<file path="src/rtl/bp_be_pkg.sv">
// bp_be_pkg: shared helpers for the backend FE replay queue.
// Pointer math lives here so every pointer instance wraps identically.
package bp_be_pkg;

    // Modular add of a count to a wrap-bit pointer (range 2*els).
    function automatic logic [31:0] ptr_add(input logic [31:0] ptr, input logic [31:0] cnt, input int els);
        return (ptr + cnt) & 32'(2 * els - 1);
    endfunction

    // Entries between two wrap-bit pointers (a ahead of b).
    function automatic logic [31:0] ptr_diff(input logic [31:0] a, input logic [31:0] b, input int els);
        return (a - b) & 32'(2 * els - 1);
    endfunction

endpackage

</file>
<file path="src/rtl/bp_be_fe_replay_queue_ptr.sv">
// bp_be_fe_replay_queue_ptr: wrap-bit circular pointer register with add and load.
// next_o exposes the pre-register value so siblings can follow same-cycle updates.
module bp_be_fe_replay_queue_ptr
    import bp_be_pkg::*;
#(
    parameter int els_p       = 8,
    parameter int cnt_width_p = 1,
    localparam int ptr_width_lp = $clog2(els_p) + 1
) (
    input  logic                    clk_i,
    input  logic                    reset_n_i,
    input  logic [cnt_width_p-1:0]  add_i,
    input  logic                    load_v_i,
    input  logic [ptr_width_lp-1:0] load_i,
    output logic [ptr_width_lp-1:0] ptr_o,
    output logic [ptr_width_lp-1:0] next_o
);

    logic [ptr_width_lp-1:0] ptr_q, ptr_d;

    assign ptr_d  = load_v_i ? load_i : ptr_width_lp'(ptr_add(32'(ptr_q), 32'(add_i), els_p));
    assign ptr_o  = ptr_q;
    assign next_o = ptr_d;

    always_ff @(posedge clk_i or negedge reset_n_i) begin
        if (!reset_n_i) ptr_q <= '0;
        else            ptr_q <= ptr_d;
    end

endmodule

</file>
<file path="src/rtl/bp_be_fe_replay_queue.sv">
// bp_be_fe_replay_queue: FE->BE packet queue with write/issue/commit pointers, roll and clr.
// Define BP_BE_FE_REPLAY_QUEUE_BYPASS_EN for a same-cycle enq-to-issue bypass when no entry is unissued.
module bp_be_fe_replay_queue
    import bp_be_pkg::*;
#(
    parameter int els_p        = 8,
    parameter int data_width_p = 128,
    parameter int cmt_width_p  = 2,
    localparam int ptr_width_lp = $clog2(els_p) + 1,
    localparam int cnt_width_lp = $clog2(cmt_width_p + 1),
    localparam int occ_width_lp = $clog2(els_p + 1),
    localparam int idx_width_lp = $clog2(els_p)
) (
    input  logic                    clk_i,
    input  logic                    reset_n_i,
    input  logic [data_width_p-1:0] enq_data_i,
    input  logic                    enq_v_i,
    output logic                    enq_ready_o,
    output logic [data_width_p-1:0] issue_data_o,
    output logic                    issue_v_o,
    input  logic                    issue_yumi_i,
    input  logic [cnt_width_lp-1:0] deq_cnt_i,
    input  logic                    roll_i,
    input  logic                    clr_i,
    output logic [occ_width_lp-1:0] occupancy_o,
    output logic [occ_width_lp-1:0] inflight_o
);

    logic [ptr_width_lp-1:0] wptr, rptr, cptr, cptr_next, wptr_next_unused, rptr_next_unused;
    logic [data_width_p-1:0] mem_q [els_p];
    logic                    full, enq_fire, no_unissued;

    assign full        = (wptr[idx_width_lp-1:0] == cptr[idx_width_lp-1:0])
                       & (wptr[ptr_width_lp-1] != cptr[ptr_width_lp-1]);
    assign enq_ready_o = !full;
    assign enq_fire    = enq_v_i & enq_ready_o;
    assign no_unissued = (rptr == wptr);

    bp_be_fe_replay_queue_ptr #(.els_p(els_p), .cnt_width_p(cnt_width_lp)) cptr_reg (
        .clk_i(clk_i), .reset_n_i(reset_n_i), .add_i(deq_cnt_i),
        .load_v_i(1'b0), .load_i('0), .ptr_o(cptr), .next_o(cptr_next)
    );

    // Roll and clr both rewind to the post-commit pointer, so same-cycle commits are kept.
    bp_be_fe_replay_queue_ptr #(.els_p(els_p), .cnt_width_p(1)) rptr_reg (
        .clk_i(clk_i), .reset_n_i(reset_n_i), .add_i(issue_yumi_i),
        .load_v_i(clr_i | roll_i), .load_i(cptr_next), .ptr_o(rptr), .next_o(rptr_next_unused)
    );

    bp_be_fe_replay_queue_ptr #(.els_p(els_p), .cnt_width_p(1)) wptr_reg (
        .clk_i(clk_i), .reset_n_i(reset_n_i), .add_i(enq_fire),
        .load_v_i(clr_i), .load_i(cptr_next), .ptr_o(wptr), .next_o(wptr_next_unused)
    );

    always_ff @(posedge clk_i) begin
        if (enq_fire) mem_q[wptr[idx_width_lp-1:0]] <= enq_data_i;
    end

`ifdef BP_BE_FE_REPLAY_QUEUE_BYPASS_EN
    logic bypass;
    assign bypass       = no_unissued & enq_fire & !clr_i;
    assign issue_v_o    = !no_unissued | bypass;
    assign issue_data_o = no_unissued ? enq_data_i : mem_q[rptr[idx_width_lp-1:0]];
`else
    assign issue_v_o    = !no_unissued;
    assign issue_data_o = mem_q[rptr[idx_width_lp-1:0]];
`endif

    assign occupancy_o = occ_width_lp'(ptr_diff(32'(wptr), 32'(cptr), els_p));
    assign inflight_o  = occ_width_lp'(ptr_diff(32'(rptr), 32'(cptr), els_p));

    always @(posedge clk_i) begin
        if (reset_n_i) begin
            assert (occ_width_lp'(deq_cnt_i) <= inflight_o)
                else $error("deq_cnt_i %0d exceeds inflight %0d", deq_cnt_i, inflight_o);
            assert (32'(deq_cnt_i) <= cmt_width_p)
                else $error("deq_cnt_i %0d exceeds cmt_width_p", deq_cnt_i);
            assert (!issue_yumi_i || issue_v_o)
                else $error("issue_yumi_i without issue_v_o");
        end
    end

endmodule

</file>
<file path="config.mk">
export PLATFORM = sky130hd
export DESIGN_NAME = bp_be_fe_replay_queue
export DESIGN_NICKNAME = d
export VERILOG_FILES = /design/src/rtl/bp_be_pkg.sv /design/src/rtl/bp_be_fe_replay_queue_ptr.sv /design/src/rtl/bp_be_fe_replay_queue.sv
export SDC_FILE = /design/constraint.sdc
export NUM_CORES = 1
export LEC_CHECK = 0
export BUFFER_PORTS_ARGS = -buffer_cell sky130_fd_sc_hd__buf_4
export CORE_AREA = 10 10 327 329
export CTS_CLUSTER_SIZE = 40
export DETAILED_ROUTE_END_ITERATION = 8
export DIE_AREA = 0 0 337 339
export SYNTH_ARGS = -nofsm -noshare
export SYNTH_HDL_FRONTEND = slang
export SYNTH_SLANG_ARGS = --single-unit
export TNS_END_PERCENT = 50
</file>
<file path="constraint.sdc">
create_clock -name clk_i -period 15.15 [get_ports clk_i]
set_input_delay 2.2725 -clock clk_i [delete_from_list [all_inputs] [get_ports clk_i]]
set_output_delay 2.2725 -clock clk_i [all_outputs]
set_load 0.02 [all_outputs]
</file>
**Word level (Yosys, flattened, before mapping)**

Memories as Yosys holds them, arrays and structs flattened.
Cells that the tools add are included.

- Register bits: 12
- Memory bits (writable): 1024
- Bits of input ports: 136
- Output and inout bits: 138
- Memories kept: 1

Memories:

| name | depth | bits a word | read ports | clocked after memory_dff | write ports | RTL line | RTL |
|---|---|---|---|---|---|---|---|
| mem_q | 8 | 128 | 1 | 0 | 1 | bp_be_fe_replay_queue.sv:30 | `logic [data_width_p-1:0] mem_q [els_p];` |

- Add/subtract/negate cells: 5
- Equality and inequality tests: 3
- Mux-type cells: 4
- Bitwise logic cells: 3
- Reduce and logical (&&, ||, !) cells: 2

Operators by type and width:

| operator | count |
|---|---|
| 4-bit by 1-bit adder with 4-bit output | 2 |
| 4-bit 2-to-1 mux | 2 |
| 4-bit subtractor | 2 |
| 4-bit by 2-bit adder with 4-bit output | 1 |
| 4-bit equality test | 1 |
| 3-bit equality test | 1 |
| 1-bit AND | 2 |
| 1-bit zero test | 2 |
| 1-bit 2-to-1 mux | 2 |
| 1-bit != test | 1 |
| 1-bit bitwise OR | 1 |

**Logic depth before layout (Yosys ltp)**

- Depth in word-level cells: 6
- Gate-level depth with buffers: 9

**Modules after synthesis**

A second synthesis with hierarchy kept.

- Cells, all modules: 1583
- Area total of the unflattened synthesis: 39814.4 um^2

Modules (own cells, without submodules):

| module | times used | cells an instance | area an instance (um^2) | seq. area each (um^2) |
|---|---|---|---|---|
| bp_be_fe_replay_queue | 1 | 1530 | 39211.4 | 30749.5 |
| bp_be_fe_replay_queue_ptr (rptr_reg ...) | 2 | 15 | 187.7 | 100.1 |
| bp_be_fe_replay_queue_ptr (cptr_reg) | 1 | 23 | 227.7 | 100.1 |

**Worst setup path before layout**

Ideal clock, no wire load.

- Path kind: input port to flip-flop
- Start point: input port enq_v_i
- End point: memory mem_q[1][0], enable pin
- Library setup time: 0.772 ns
- Arrival time: 11.314 ns
- Required time: 14.378 ns
- Setup slack: 3.064 ns
- Stages: 4
- Path buffers: 0
- Path through: inv_1 > a41oi_1 > nand2_1 > nor3_1

- Word-level cells in the longest chain between the ends: 3

RTL lines:

| element | RTL line | RTL |
|---|---|---|
| start, declared | bp_be_fe_replay_queue.sv:17 | `input logic enq_v_i,` |
| 1-bit AND | bp_be_fe_replay_queue.sv:36 | `assign enq_fire = enq_v_i & enq_ready_o;` |
| 1-bit 2-to-1 mux | bp_be_fe_replay_queue.sv:56 | `if (enq_fire) mem_q[wptr[idx_width_lp-1:0]] <= enq_data_i;` |
| 1-bit 2-to-1 mux (not written as such) | bp_be_fe_replay_queue.sv:56 |  |
| end, declared | bp_be_fe_replay_queue.sv:30 |  |

No other way between the ends.

**Worst setup path in the final report**

- Start point: register rptr_reg.ptr_q[1] (netlist: rptr_reg.ptr_o[1])
- End point: output port issue_data_o[94]

- Word-level cells in the longest chain between the ends: 1

RTL lines:

| element | RTL line | RTL |
|---|---|---|
| start, declared | bp_be_fe_replay_queue_ptr.sv:19 | `logic [ptr_width_lp-1:0] ptr_q, ptr_d;` |
| start signal, assigned | bp_be_fe_replay_queue_ptr.sv:27 | `else ptr_q <= ptr_d;` |
| memory 8 x 128 bit | - |  |
| end, declared | bp_be_fe_replay_queue.sv:19 | `output logic [data_width_p-1:0] issue_data_o,` |

No other way between the ends.

==> impl_metrics.py <==
metrics = {
    "synth": {
        "yosysWarningCount": 0,
        "synth_xor_area_share_pct": 0.353,
        "synthMuxAreaShare_pct": 19.2,
        "synth_cells": 1571,
        "synth-seq-cells": 1036,
        "synthAdderAreaFrac_pct": 0.529,
        "post_synth.cell_area_avg_um2": 25.3,
        "ys_types": 28,
        "synth_top_cell_by_area": "edfxtp_1",
        "synth.net_count": 1722,
        "yosys.area_share.simple_pct": 0.246,
        "synth_top_area_share_pct": 77.4,
        "seq_area_frac_synth_pct": 78.1,
        "synth_compound_area_share_pct": 0.135,
        "synth_area_leaders": "edfxtp_1 77%, mux4_2 8.7%, mux4_1 6.7%, mux2_2 3.7%, dfrtp_1 0.76%",
        "netlist_area_um2": 39700,
        "synth_top_family_by_area": "multiplexers",
    },
    "setup_path": {
        "crit_required_ps": 12880,
        "worst_path_largest_cell_delay_ps": 1040,
        "worstSetupEndpointType": "output port",
        "worstPathCellList": "buf_12, buf_4, mux4_2, mux2_2, buf_4",
        "rrSetupSlack_ps": 10840,
        "worstReg2RegEnd": "mem_q[4][10]$_DFFE_PP_",
        "cp_slowest_cell": "dfrtp_4",
        "worstReg2RegStart": "wptr_reg.ptr_o[1]$_DFF_PN0_",
        "path_buf_inv": 3,
        "rr_worst_depth": 7,
        "path_class": "reg2out",
        "crit_top_cell": "buf_4",
        "crit_fanout": 138,
        "crit_path_start_kind": "flip-flop",
        "crit_family": "buffers and inverters",
        "critPathArrivalTime_ps": 4530,
    },
    "route": {
        "ant_nets": 0,
        "drt-total-wl_um": 84600,
        "via_count": 17277,
        "drt-initial-drc-count": 1206,
        "wire_per_inst_um": 25.7,
        "avgViaCountPerCell": 5.26,
        "drt-pass1-iter-count": 5,
        "drcViolationCount": 0,
    },
    "timing": {
        "period_minus_slack_ps": 6810,
        "setup_tns_ps": 0,
        "setup_violations": 0,
        "hold_ws_ps": 526,
        "slew_headroom_pct": 24.3,
        "rsz0062_at_grt": "no",
        "slew_viol_final": 0,
        "finalHoldViolCount": 0,
        "tightest_slew_ps": 1130,
        "timing.final.crit_share_pct": 44.9,
        "setup_slack_ps": 8340,
        "finalClockSkew_ps": 16.3,
        "fmax_mhz": 147,
    },
    "clocking": {
        "cts_sinks": 1036,
        "clockRootBuffer": "clkbuf_16",
        "tritoncts": "built",
        "cts_buffers": 106,
        "htreeDepth": 3,
        "holdBufCountCts": 0,
        "clk_pin_slew_ps": 60,
        "cts_resized": 0,
        "post_cts_buffers": 0,
        "cts_buffer_depth": 3,
        "clkLatencyLatePin_ps": 660,
    },
    "worst_hold_path": {
        "holdPathStages": 1,
        "worst_hold_path.endpoint": "cptr_reg.ptr_o[2]$_DFF_PN0_",
        "worstHoldStart": "cptr_reg.ptr_o[2]$_DFF_PN0_",
        "hold_path.class": "reg2reg",
    },
    "global_route": {
        "grt_pass1_wl_um": 126000,
        "grt_pass1_vias": 18876,
        "antenna_found_initial": 12,
        "grt_max_degree": 139,
        "grt_usage_pct": 14.7,
        "grt_remaining_overflow": 0,
    },
    "outcome": {
        "status": "finished, final reports clean",
    },
    "floorplan": {
        "start_util_pct": 39.8,
        "fp.dieH_um": 339,
        "dieArea_um2": 114000,
        "die_x_um": 337,
        "ios": 274,
        "core_area_um2": 99900,
        "rows": 116,
    },
    "final_layout": {
        "final_cell_mix": "1,024 x edfxtp_1, 292 x buf_4, 154 x mux4_2",
        "fin_util_pct": 46.6,
        "drive_above_1_share_pct": 37.3,
        "syn_to_final_growth_pct": 17.2,
        "final_common_cell": "edfxtp_1",
        "finalNetCount": 2054,
    },
    "pwr": {
        "leakagePower_nw": 15.3,
        "peakVddDrop_mv": 0.138,
        "pwr_density_cell_nw_per_um2": 203,
    },
    "flow_run": {
        "drv_cap": 0,
    },
    "place": {
        "globalplace.congestion": 0.706,
        "post-place-ws_ps": 9160,
        "dpl.hpwl_um": 44700,
        "io_buffer_count": 273,
    },
}
==> kinds of logic after synthesis <==
logic type	count (synthesis)
xor gates and xnor gates	16
buffers and inverters	84
AOI/OAI and AO/OA	9
and+or+nand+nor	22
DFF	1036
adders and majority gates	15
muxes	389
==> synth_stat cells, drive strengths merged <==
library cell and instances:
dlymetal6s2s 1, nand4 2, nor2 10, mux2 132, ha 12, edfxtp 1024, fa 3, mux4 256
a21o 2, dfrtp 12, a21oi 5, nand2b 2, nand3 2, clkbuf 22, xnor2 10, nor3 2
mux2i 1, a41oi 1, inv 10, buf 51, o21ai 1, nand2 4, xor2 6
==> report_power, final <==
group	switching, mW	internal (mW)	total [mW]
sequential	0.173	3.64	3.81
clock	1.05	1.43	2.48
combinational	1.72	1.46	3.19
total	2.94	6.53	9.47
==> per-layer routing <==
metal | part of all wire (%) | track usage, %
met5 | 0.14 | 0
met4 | 2.1 | 4.10
met3 | 5.6 | 3.81
met2 | 51 | 24.9
met1 | 42 | 18.6
==> per-stage QoR <==
step	power, mW	cells	instance area [µm²]
floorplan	6.03	1571	39700
global placement	7.12	3093	43200
detailed placement	7.17	3093	43200
CTS	9.67	3282	46500
global route	9.95	3286	46600
finish	9.47	3286	46600
==> layout make-up <==
type                       count  area, µm²
fill                        8194      53300
sequential                  1036      31100
multi-input combinational    451       8200
clock buffer                 129       2800
timing repair buffer         298       2310
tap                         1298       1620
clock inverter                60        510
inverter                      10       37.5
antenna                        4       10.0
==> worst max path at each step <==
stage | from | end | slack (ps) | cells past startpoint
floorplan | enq_v_i | mem_q[1][0]$_DFFE_PP_ | 3060 | 4
global placement | rptr_reg.ptr_o[0]$_DFF_PN0_ | issue_data_o[43] | 9210 | 5
detailed placement | rptr_reg.ptr_o[0]$_DFF_PN0_ | issue_data_o[0] | 9160 | 5
CTS | rptr_reg.ptr_o[1]$_DFF_PN0_ | issue_data_o[9] | 8420 | 5
global route | rptr_reg.ptr_o[1]$_DFF_PN0_ | issue_data_o[9] | 8180 | 5
finish | rptr_reg.ptr_o[1]$_DFF_PN0_ | issue_data_o[94] | 8340 | 5
==> registers in the layout (all words and copies together), names as in the netlist <==
name            count
wptr_reg.ptr_o      4
cptr_reg.ptr_o      4
rptr_reg.ptr_o      4
mem_q            1024
(Power assumes the default switching activity.)
